File: config.mk
export PLATFORM = sky130hd
export DESIGN_NAME = crc_engine_mc
export DESIGN_NICKNAME = d
export VERILOG_FILES = /design/src/rtl/crc_engine_mc.sv
export SDC_FILE = /design/constraint.sdc
export NUM_CORES = 1
export LEC_CHECK = 0
export CORE_MARGIN = 10
export CORE_UTILIZATION = 30
export CTS_BUF_LIST = sky130_fd_sc_hd__clkbuf_8
export CTS_CLUSTER_DIAMETER = 150
export DETAILED_ROUTE_END_ITERATION = 8
export GPL_TIMING_DRIVEN = 0
export SLEW_MARGIN = 20
export SYNTH_ARGS = -nofsm -noshare
export SYNTH_HDL_FRONTEND = slang
export SYNTH_SLANG_ARGS = --single-unit
File: constraint.sdc
create_clock -name clk -period 5.55 [get_ports clk]
set_input_delay 0.8325 -clock clk [delete_from_list [all_inputs] [get_ports clk]]
set_output_delay 0.8325 -clock clk [all_outputs]
set_load 0.02 [all_outputs]
File: src/rtl/crc_engine_mc.sv
// Multi-cycle CRC engine: MSB-first, non-reflected, no final XOR, BITS_PER_CYCLE
// message bits folded into the remainder each clock. Generate or check mode.
module crc_engine_mc #(
  parameter int                   DATA_WIDTH     = 56,
  parameter int                   CRC_WIDTH      = 8,
  parameter logic [CRC_WIDTH:0]   POLY           = 9'h107,
  parameter logic [CRC_WIDTH-1:0] SEED           = '0,
  parameter int                   BITS_PER_CYCLE = 8
) (
  input  logic                  clk,
  input  logic                  rst_n,
  input  logic                  start_i,
  input  logic                  mode_i,
  input  logic                  abort_i,
  input  logic [DATA_WIDTH-1:0] data_i,
  input  logic [CRC_WIDTH-1:0]  crc_i,
  output logic                  busy_o,
  output logic                  done_o,
  output logic [CRC_WIDTH-1:0]  crc_o,
  output logic                  crc_err_o
);

  localparam int NCYC  = DATA_WIDTH / BITS_PER_CYCLE;
  localparam int CNT_W = $clog2(NCYC + 1);
  localparam logic [CNT_W-1:0] LAST_CNT = CNT_W'(NCYC - 1);

  if ((DATA_WIDTH % BITS_PER_CYCLE) != 0) begin : g_bad_cfg
    $fatal(1, "crc_engine_mc: DATA_WIDTH must be a multiple of BITS_PER_CYCLE");
  end

  typedef enum logic {ST_IDLE = 1'b0, ST_CALC = 1'b1} state_e;

  state_e                state_q, state_d;
  logic [CNT_W-1:0]      cnt_q, cnt_d;
  logic [DATA_WIDTH-1:0] sh_q, sh_d;
  logic [CRC_WIDTH-1:0]  rem_q, rem_d;
  logic                  mode_q, mode_d;
  logic [CRC_WIDTH-1:0]  crci_q, crci_d;
  logic                  done_q, done_d;
  logic [CRC_WIDTH-1:0]  crc_q, crc_d;
  logic                  err_q, err_d;
  logic [CRC_WIDTH-1:0]  rem_step;
  logic                  fb;

  // One clock's worth of serial CRC steps, taken from the top of the shift register.
  always_comb begin
    rem_step = rem_q;
    fb       = 1'b0;
    for (int i = 0; i < BITS_PER_CYCLE; i++) begin
      fb       = rem_step[CRC_WIDTH-1] ^ sh_q[DATA_WIDTH-1-i];
      rem_step = (rem_step << 1) ^ (fb ? POLY[CRC_WIDTH-1:0] : '0);
    end
  end

  always_ff @(posedge clk or negedge rst_n) begin
    if (!rst_n) begin
      state_q <= ST_IDLE;
      cnt_q   <= '0;
      sh_q    <= '0;
      rem_q   <= '0;
      mode_q  <= 1'b0;
      crci_q  <= '0;
      done_q  <= 1'b0;
      crc_q   <= '0;
      err_q   <= 1'b0;
    end else begin
      state_q <= state_d;
      cnt_q   <= cnt_d;
      sh_q    <= sh_d;
      rem_q   <= rem_d;
      mode_q  <= mode_d;
      crci_q  <= crci_d;
      done_q  <= done_d;
      crc_q   <= crc_d;
      err_q   <= err_d;
    end
  end

  // Abort beats both start (in IDLE) and completion (in CALC).
  always_comb begin
    state_d = state_q;
    cnt_d   = cnt_q;
    sh_d    = sh_q;
    rem_d   = rem_q;
    mode_d  = mode_q;
    crci_d  = crci_q;
    done_d  = 1'b0;
    crc_d   = crc_q;
    err_d   = err_q;
    case (state_q)
      ST_IDLE: begin
        if (start_i && !abort_i) begin
          state_d = ST_CALC;
          sh_d    = data_i;
          mode_d  = mode_i;
          crci_d  = crc_i;
          rem_d   = SEED;
          cnt_d   = '0;
        end
      end
      ST_CALC: begin
        if (abort_i) begin
          state_d = ST_IDLE;
        end else begin
          rem_d = rem_step;
          sh_d  = sh_q << BITS_PER_CYCLE;
          cnt_d = cnt_q + CNT_W'(1);
          if (cnt_q == LAST_CNT) begin
            state_d = ST_IDLE;
            done_d  = 1'b1;
            crc_d   = rem_step;
            err_d   = mode_q && (rem_step != crci_q);
          end
        end
      end
      default: state_d = ST_IDLE;
    endcase
  end

  always_comb begin
    busy_o    = (state_q == ST_CALC);
    done_o    = done_q;
    crc_o     = crc_q;
    crc_err_o = err_q;
  end

endmodule
## Yosys cells after proc, flatten, opt, wreduce, memory -nomap -nowiden

Index checks and enable logic that the tools add are counted.
Widths: inputs -> output; s select.

| storage, ports and cells | value |
|---|---|
| bits of input ports | 69 |
| bits in registers | 87 |
| word-level logic and storage cells | 62 |
| output and inout bits | 11 |

| operators by class | value |
|---|---|
| bitwise operators | 18 |
| reduce and logical (&&, ||, !) cells | 6 |
| muxes and demuxes | 24 |
| equality and inequality tests | 4 |
| $add $sub $neg | 1 |

Operators by type and width:

| kind | number |
|---|---|
| $mux 56 | 2 |
| $pmux 56 s2 | 1 |
| $xor 8x3->8 | 8 |
| $mux 3 | 10 |
| $mux 8 | 2 |
| $pmux 8 s2 | 1 |
| $ne 8x8->1 | 1 |
| $xor 1x1->1 | 8 |
| $mux 1 | 6 |
| $pmux 3 s2 | 1 |
| $ne 2x2->1 const B | 2 |
| $reduce_and 2->1 | 2 |
| $add 3x1->3 const B | 1 |
| $eq 3x3->1 const B | 1 |
| $reduce_and 3->1 | 1 |
| $logic_and 1x1->1 | 2 |
| $not 1->1 | 2 |
| $pmux 1 s2 | 1 |
| $logic_not 1->1 | 1 |

## Depth between registers and ports, before layout

| depth | value |
|---|---|
| word-level depth | 26 |
| mapped depth | 7 |
| gate-level depth less buffers | 7 |

## Worst setup path after synthesis

OpenSTA, ideal clock, no wires.

| timing | value |
|---|---|
| path type | input-to-reg |
| from | input abort_i |
| to | register err_q, in the netlist crc_err_o |
| cell stages on the path | 4 |
| data required time | 5.420 ns |
| arrival time | 2.012 ns |
| path buffers | 0 |
| slack | 3.408 ns |
| library setup time | 0.130 ns |
| cell sequence | nor2_2 > or4b_1 > a2111oi_2 > a21oi_1 |

| between the ends | value |
|---|---|
| longest elaborated chain between the ends | 2 |

RTL lines:

| item | RTL line | text |
|---|---|---|
| start, declared | 14 | `input logic abort_i,` |
| $not 1->1 (no line) | n/a |  |
| $reduce_and 3->1 (no line) | n/a |  |
| end signal, assigned | 75 | `err_q <= err_d;` |
| end, declared | 41 | `logic err_q, err_d;` |

No other way between the ends.
A chain may end at the register's enable or synchronous reset.

## Worst setup path in the final report

| timing | value |
|---|---|
| from | input abort_i |
| to | register crci_q[6] |

| between the ends | value |
|---|---|
| longest elaborated chain between the ends | 3 |

RTL lines:

| item | RTL line | text |
|---|---|---|
| $logic_not 1->1 | 92 | `if (start_i && !abort_i) begin` |
| $logic_and 1x1->1 | 92 |  |
| $reduce_and 2->1 (no line) | n/a |  |
| end signal, assigned | 72 | `crci_q <= crci_d;` |
| end, declared | 38 | `logic [CRC_WIDTH-1:0] crci_q, crci_d;` |

No other way between the ends.

==> results_tabular.tex <==
\begin{tabular}{lr}
\hline
Metric & Value \\
\hline
\multicolumn{2}{l}{\textbf{Clock network}} \\
Post-CTS setup-driven buffer insertion count & 0 \\
CTS clk-pin slew, worst paths & 0.08 ns \\
Clock Sinks & 87 \\
CTS tree & yes \\
Hold buffer count at cts & 0 \\
Clock tree root driver cell & clkbuf\_8 \\
Number of H-tree levels & 3 \\
CTS Buffer Depth & 2 \\
Number of buffers created by CTS & 9 \\
Resized Gates After CTS & 0 \\
Clock insertion delay at the later pin of the skew report & 0.36 ns \\
\multicolumn{2}{l}{\textbf{Timing}} \\
Worst Tran Pin Value & 0.732 ns \\
Worst-case clock skew & 0.0124 ns \\
Max Slew Vio Count & 0 \\
Setup Viol. Count Final & 0 \\
Worst slew margin & 0.512 \\
Sum of negative setup slack & 0 ns \\
Final period utilization & 0.459 \\
Highest attainable clock frequency & 393 MHz \\
Shortest clock period the worst path allows after layout & 2.55 ns \\
Count of final hold-check violations & 0 \\
Worst hold slack & 0.486 ns \\
Setup repair after global routing missed its margin & no \\
\multicolumn{2}{l}{\textbf{Synth}} \\
Yosys Warn Count & 0 \\
Number of synthesized flops with an enable pin & 0 \\
List of most frequent post-synthesis cells & 87 x dfrtp\_1, 60 x o21ai\_0, 54 x nand2\_1 \\
Leading post-synthesis cells by cell area & dfrtp\_1 52\%, mux2i\_1 12\%, o21ai\_0 7.2\%, nand2\_1 4.9\%, xnor2\_1 3.8\% \\
Yosys top cell by area & dfrtp\_1 \\
Synthesized net count & 440 \\
Post-synthesis sequential area ratio & 0.522 \\
Total standard cell area after synthesis & 0.00417 mm\^{}2 \\
Post-synthesis instance total & 369 \\
Most frequently used flop master after synthesis & dfrtp\_1 \\
Distinct cell type count after synthesis & 28 \\
Per-instance average area after synthesis & 11.3 um\^{}2 \\
Synthesized flop and latch total & 87 \\
Share of flip-flops with an asynchronous set or reset after synthesis & 1.00 \\
Most instantiated library cell after synthesis & dfrtp\_1 \\
Yosys top cell area share & 0.522 \\
\multicolumn{2}{l}{\textbf{GRT}} \\
Grt ovf & 0 \\
Total GRT Usage & 0.112 \\
Via count of the first global-routing pass & 3244 \\
Pin count of the biggest net entering global routing & 51 \\
Number of antenna violations at the first check in global routing & 0 \\
Wire length of the first global-routing pass & 16700 um \\
\multicolumn{2}{l}{\textbf{Critical path}} \\
Max incr delay on CP & 0.57 ns \\
Slowest cell on the critical path & nor3b\_2 \\
Required time worst endpoint & 5.79 ns \\
Number of buffer and inverter instances along the worst setup path & 2 \\
Kind of cell adding the most delay to the critical path & buffers and inverters \\
WS Path Type & in -> reg \\
Crit Path Max Fanout & 10 \\
CP startpoint kind & input pin \\
Data arrival, critical path & 2.79 ns \\
Kind of capture point of the worst setup path & flip-flop \\
Ordered list of cells on the worst path & clkdlybuf4s50\_1 > nor3b\_2 > clkbuf\_1 > mux2\_2 \\
\multicolumn{2}{l}{\textbf{Drt}} \\
Remaining antenna violation count & 0 \\
Total number of vias & 2976 \\
Number of design-rule violations left by the first detailed-router iteration & 74 \\
Routed wire length per instance & 15.4 um \\
DRT Wirelength & 9940 um \\
Number of detailed-routing iterations run before antenna repair & 4 \\
Remaining routing DRC violations & 0 \\
DR vias/cell & 4.61 \\
\multicolumn{2}{l}{\textbf{Cells and area}} \\
Antenna Diode Count & 0 \\
Layout-stage area growth over the synthesis result & 29.3\% \\
Layout net count & 531 \\
Number of inserted filler cells in the final layout & 1401 \\
Share of cells above drive strength 1 & 0.0753 \\
\multicolumn{2}{l}{\textbf{Place}} \\
Post-detail-place hpwl & 7740 um \\
Global placer's final weighted congestion & 0.795 \\
Number of input and output port buffers inserted & 79 \\
\multicolumn{2}{l}{\textbf{Floorplan}} \\
Placeable core region & 0.0138 mm\^{}2 \\
Core Rows & 43 \\
Chip width & 138 um \\
Area of the die & 0.0190 mm\^{}2 \\
Initial standard-cell utilization of the core & 0.303 \\
I/O pin count & 80 \\
Die H & 138 um \\
\multicolumn{2}{l}{\textbf{Pwr}} \\
Pwr Density & 382 mW/mm\^{}2 \\
Leak & 2.33 nW \\
Peak supply drop & 0.152 mV \\
\multicolumn{2}{l}{\textbf{Outcome}} \\
Outcome & completed \\
\multicolumn{2}{l}{\textbf{Job}} \\
Max cap viols & 0 \\
\multicolumn{2}{l}{\textbf{Min path}} \\
Kind of path behind the tightest hold check & in -> async \\
\hline
\end{tabular}
[final timing paths]
| check | startpoint | end | slack, ns | cells after the start |
|---|---|---|---|---|
| setup / recovery | abort_i | crci_q[6]$_DFFE_PN0P_ | 3.00 | 4 |
| hold reg to reg | sh_q[17]$_DFFE_PN0P_ | sh_q[17]$_DFFE_PN0P_ | 0.49 | 2 |
| hold / removal | rst_n | crc_o[4]$_DFFE_PN0P_ | 0.49 | 1 |
| min in group clk | sh_q[17]$_DFFE_PN0P_ | sh_q[17]$_DFFE_PN0P_ | 0.49 | 2 |
| setup reg to reg | sh_q[54]$_DFFE_PN0P_ | crc_err_o$_DFFE_PN0P_ | 3.25 | 5 |
| max in group asynchronous | rst_n | sh_q[15]$_DFFE_PN0P_ | 4.42 | 2 |
[through the flow]
stage	std cells	instance area (um^2)	power [W]	setup WS (ns)	utilization
CTS	645	5390	0.00209	2.98	0.391
floorplan	369	4170	0.00144	3.41	-
detailed placement	629	5200	0.00165	2.61	0.378
finish	645	5390	0.00206	3.00	0.391
global placement	628	5180	0.00163	0.514	0.376
global route	645	5390	0.00221	2.86	0.391
[logic make-up after synthesis]
group           share of synthesized area
flops                               0.522
compound gates                      0.113
simple gates                       0.0801
mux                                 0.147
xor+xnor                            0.112
buf+inv                            0.0204
fa+ha+maj                         0.00600
[state kept, by name, indices dropped and copies added, names as in the netlist]
signal     flops
cnt_q          3
crc_o          8
rem_q          8
mode_q         1
done_o         1
crc_err_o      1
busy_o         1
sh_q          56
crci_q         8
[power by group]
group | switching, W | internal [W]
Combinational | 0.000373 | 0.000425
Sequential | 0.0000875 | 0.000743
Clock | 0.000227 | 0.000205
Total | 0.000687 | 0.00137
[layout by cell type, fill, tap and decap left out, drive strengths merged, types with 4 or more instances in the layout]
master,count
a22o,13
nor2,17
nand2,54
inv,4
dfrtp,87
mux2i,50
xor3,6
xor2,7
xnor2,20
clkbuf,24
mux2,10
clkdlybuf4s50,78
a21oi,8
buf,8
o21ai,60
[layout make-up]
| type | count | area [um^2] | share of cell area |
|---|---|---|---|
| Timing Repair Buffer | 80 | 808 | 0.150 |
| Clock buffer | 9 | 124 | 0.0230 |
| Sequential cell | 87 | 2180 | 0.404 |
| Clock inverter | 7 | 63.8 | 0.0118 |
| Buffer | 21 | 81.3 | 0.0151 |
| Multi-Input combinational cell | 260 | 1910 | 0.354 |
| Inverter | 1 | 3.75 | 0.000696 |
| Tap cell | 180 | 225 | 0.0418 |
[per-layer routing]
metal | GRT usage | vias to the layer above | routed length [um]
met5 | 0 | - | 0
met4 | 0.0400 | 0 | 180
met3 | 0.0384 | 16 | 581
met2 | 0.175 | 61 | 4690
met1 | 0.140 | 1435 | 4490
li1 | - | 1464 | -
Power figures use the tool's default switching activity.
